===== src/rtl/fifo_async_rst.sv =====
// Single-clock first-word-fall-through FIFO with valid/ready on both sides and an
// asynchronous active-low reset. Depth is 2**M words of Nb bits.
module fifo_async_rst #(
  parameter int unsigned Nb = 48,
  parameter int unsigned M  = 2
) (
  input  logic          clk,
  input  logic          reset_n,
  input  logic          in_valid,
  output logic          in_ready,
  input  logic [Nb-1:0] in_data,
  output logic [M:0]    in_count,
  output logic          out_valid,
  input  logic          out_ready,
  output logic [Nb-1:0] out_data,
  output logic [M:0]    out_count
);

  localparam int unsigned D         = 2 ** M;
  localparam logic [M:0]  CountFull = (M + 1)'(D);

  logic [Nb-1:0] mem_q [D];
  logic [M-1:0]  wr_ptr_q, wr_ptr_d;
  logic [M-1:0]  rd_ptr_q, rd_ptr_d;
  logic [M:0]    count_q, count_d;
  logic          wr_en, rd_en;

  // Handshake flags come only from the registered count, never from in_valid/out_ready.
  assign in_ready  = (count_q != CountFull);
  assign out_valid = (count_q != '0);
  assign wr_en     = in_valid && in_ready;
  assign rd_en     = out_valid && out_ready;

  // Storage is not reset; gating with out_valid keeps out_data at zero when empty.
  assign out_data  = out_valid ? mem_q[rd_ptr_q] : '0;
  assign in_count  = count_q;
  assign out_count = count_q;

  always_comb begin
    wr_ptr_d = wr_ptr_q;
    rd_ptr_d = rd_ptr_q;
    count_d  = count_q;
    if (wr_en) wr_ptr_d = wr_ptr_q + 1'b1;
    if (rd_en) rd_ptr_d = rd_ptr_q + 1'b1;
    case ({wr_en, rd_en})
      2'b10:   count_d = count_q + 1'b1;
      2'b01:   count_d = count_q - 1'b1;
      default: count_d = count_q;
    endcase
  end

  always_ff @(posedge clk or negedge reset_n) begin
    if (!reset_n) begin
      wr_ptr_q <= '0;
      rd_ptr_q <= '0;
      count_q  <= '0;
    end else begin
      wr_ptr_q <= wr_ptr_d;
      rd_ptr_q <= rd_ptr_d;
      count_q  <= count_d;
    end
  end

  always_ff @(posedge clk) begin
    if (wr_en && reset_n) mem_q[wr_ptr_q] <= in_data;
  end

`ifndef SYNTHESIS
  // An underflow wraps count above D, so one bound catches both directions.
  always_ff @(posedge clk) begin
    if (reset_n) begin
      assert (count_q <= CountFull)
        else $error("fifo_async_rst: count %0d out of range", count_q);
      assert (count_q[M-1:0] == M'(wr_ptr_q - rd_ptr_q))
        else $error("fifo_async_rst: count disagrees with pointers");
    end
  end
`endif

endmodule


===== config.mk =====
export PLATFORM = sky130hd
export DESIGN_NAME = fifo_async_rst
export DESIGN_NICKNAME = d
export VERILOG_FILES = /design/src/rtl/fifo_async_rst.sv
export SDC_FILE = /design/constraint.sdc
export NUM_CORES = 1
export LEC_CHECK = 0
export CAP_MARGIN = 30
export CORE_ASPECT_RATIO = 1.25
export CORE_MARGIN = 2
export CORE_UTILIZATION = 54
export CTS_CLUSTER_DIAMETER = 60
export DETAILED_ROUTE_END_ITERATION = 16
export GPL_TIMING_DRIVEN = 0
export MAX_ROUTING_LAYER = met4
export PLACE_DENSITY = 0.79
export SETUP_SLACK_MARGIN = 0.05
export SYNTH_ARGS = -nofsm -noshare
export SYNTH_HDL_FRONTEND = slang
export SYNTH_SLANG_ARGS = --single-unit
export TNS_END_PERCENT = 1

===== constraint.sdc =====
create_clock -name clk -period 2.5 [get_ports clk]
set_input_delay 0.75 -clock clk [delete_from_list [all_inputs] [get_ports clk]]
set_output_delay 0.75 -clock clk [all_outputs]
set_load 0.02 [all_outputs]

==> results.cfg <==
[run_status]
status = complete, but fails checks
violations = negative setup slack

[drt]
finalWirelength_um = 14300
dr.pass1.iters = 4
vias = 3679
vias_per_cell = 5.48
drc = 0
post_drt_wl_per_cell_um = 21.4
drt_iter0_drc = 228
drtAntennaViolNets = 0

[sta]
rsz0062_at_grt = true
max_freq_mhz = 366
worst_slack_ns = -0.230
worst-slew-pin-transition_ns = 0.551
post-route-period-util = 1.09
drv_slew = 0
min_period_ns = 2.73
relSlewSlack = 0.632
hold_viol_final = 0
fin_hold_ws_ns = 0.568
skew_ns = 0.00725
setup_viol = 49

[worst_setup_path]
timing.rr.end = in_count[2]
cp_max_fo = 6
r2r_cells = 10
cp-start-kind = register
path_class = reg2out
rr_startpoint = in_count[1]
end_kind = output port
rrSetupSlack_ns = 0.13
cp.required_ns = 1.75
arrival_ns = 1.98

[synth]
synthTopCellsByArea = edfxtp_1, mux4_2, and2_1
netlist_area_mm2 = 0.00771
syn_nets = 403
synth_top_area_share = 0.748
yosysTopAreaCell = edfxtp_1
yosys_warnings = 0
ys_seq_elements = 199
yosysUniqueCellTypes = 22
synth_cells = 345
synth_seq_area_share = 0.771
avgSynthCellArea_um2 = 22.3

[cells_and_area]
drive_gt1_frac = 0.374
filler_cell_count = 851
nets = 540
area_growth_pct = 27.4
fin_cells = 671

[global_routing]
grt_pass1_wl_um = 21400
gr-total-overflow = 0
grt_pass1_vias = 3823
track_usage = 0.198
antenna_found_initial = 1
grt_max_degree = 32

[floorplan]
num_rows = 48
die_w_um = 111
die-height_um = 138
die_area_mm2 = 0.0152
design.core.area_mm2 = 0.0139
io_pins = 108
start_util = 0.555

[clock_tree]
clk_pin_slew_worst_paths_ns = 0.07
clock_latency_ns = 0.42
cts_sinks = 199
cts_tree = yes
cts_buffers = 17
cts_max_path_buffers = 2
h-tree-depth = 4
root_buffer = clkbuf_16

[worst_hold_path]
hold_end = in_count[0]
hold_path_depth = 1
hp-class = reg2reg
min-delay-start = in_count[0]

[power_and_ir_drop]
finalPower_mw = 11.8
p_per_area_mw_per_mm2 = 1200
peakVddDrop_mv = 0.533
leakage_nw = 3.39

[place]
placed_cells = 631
gp_congestion = 0.669
dp_slack_ns = -0.357
hpwl_um = 8850
io_buffer_count = 107

[flow_run]
drv_cap = 0
-- stage by stage --
stage                     TNS, ns   util  cell area, um2
after global placement    -126.81  0.648            9000
after floorplan                 0      -            7710
after CTS                   -8.99  0.687            9530
final                       -9.46  0.708            9820
after global routing       -12.63  0.708            9820
after detailed placement   -56.17  0.654            9080
-- registers in the layout (all words and copies together), names as in the netlist --
register	flops
mem_q	192
in_count	3
wr_ptr_q	2
rd_ptr_q	2
-- area by class of cell --
type / instances / area (um2) / share of cell area
multi-input combinational: 120 / 1660 / 0.169
timing repair buffer: 118 / 1180 / 0.120
clock buffer: 17 / 425 / 0.0433
antenna: 1 / 2.50 / 0.000255
tap: 175 / 219 / 0.0223
sequential: 199 / 5940 / 0.606
clock inverter: 15 / 136 / 0.0139
buffer: 20 / 226 / 0.0231
inverter: 6 / 22.5 / 0.00229
-- power by group --
group	leakage, nW	total, mW	internal, mW	switching [mW]
clock network	0.274	2.55	1.32	1.24
registers	1.82	4.23	4.08	0.152
logic	1.30	4.98	2.60	2.38
-- critical path: stages (launching register included) --
cell and delay [ns]:
dfrtp_2 0.42, buf_12 0.16, buf_12 0.13, buf_12 0.10, mux4_2 0.48, and2_4 0.15, buf_6 0.12
-- repair_timing --
action | 4_1_cts | 5_1_grt
pin swaps | 2 | 7
setup endpoints to repair | 50 | 170
hold buffers | 0 | 0
gates resized for setup | 233 | 46
cloned | 0 | 6
buffers inserted | 0 | 1
-- layout by cell type, fill, tap and decap left out, types with 2 or more instances in the layout --
cell type	Yosys	final
xnor2_1	3	3
inv_6	0	5
clkinv_2	0	2
clkbuf_2	0	3
clkbuf_16	0	23
clkinvlp_4	0	2
and2_4	1	16
buf_2	3	33
buf_4	4	6
and2_1	49	34
and3_4	0	2
clkdlybuf4s50_1	0	57
ha_1	5	5
clkinv_4	0	2
buf_12	0	11
dfrtp_2	0	3
and3_2	4	2
xor2_1	3	3
inv_1	6	6
clkbuf_4	0	2
dfrtp_1	7	4
buf_6	5	17
mux4_2	48	48
inv_8	0	3
edfxtp_1	192	192
-- logic make-up after synthesis --
group	share of synthesized area
flops	0.771
buf+inv	0.0200
fa+ha+maj	0.0107
simple gates	0.0481
xor+xnor	0.00682
mux	0.144
-- synthesized netlist by cell type --
library cell	number
or3_2	1
mux2i_1	1
and2_1	49
or3b_1	1
buf_1	3
clkbuf_1	5
buf_6	5
and3_2	4
mux4_2	48
dfrtp_1	7
mux2_4	1
nor2_1	1
buf_2	3
xor2_1	3
ha_1	5
and2_4	1
buf_4	4
xnor2_1	3
inv_1	6
nand3_1	1
fa_1	1
edfxtp_1	192
-- worst max path at each step --
stage	end	startpoint	cells past startpoint	slack, ns
floorplan	in_count[2]	in_count[0]	10	0.13
global placement	mem_q[1][2]	reset_n	2	-0.60
detailed placement	out_data[28]	rd_ptr_q[1]	5	-0.36
CTS	out_data[2]	rd_ptr_q[0]	5	-0.31
global route	out_data[12]	rd_ptr_q[0]	5	-0.30
finish	out_data[10]	rd_ptr_q[0]	6	-0.23
-- layer usage --
| layer | GRT usage | routed length, um |
|---|---|---|
| met2 | 0.333 | 7890 |
| met4 | 0.0549 | 103 |
| met3 | 0.0563 | 612 |
| met5 | - | 0 |
| met1 | 0.239 | 5740 |
No activity file was read; power rests on OpenSTA's default activity.
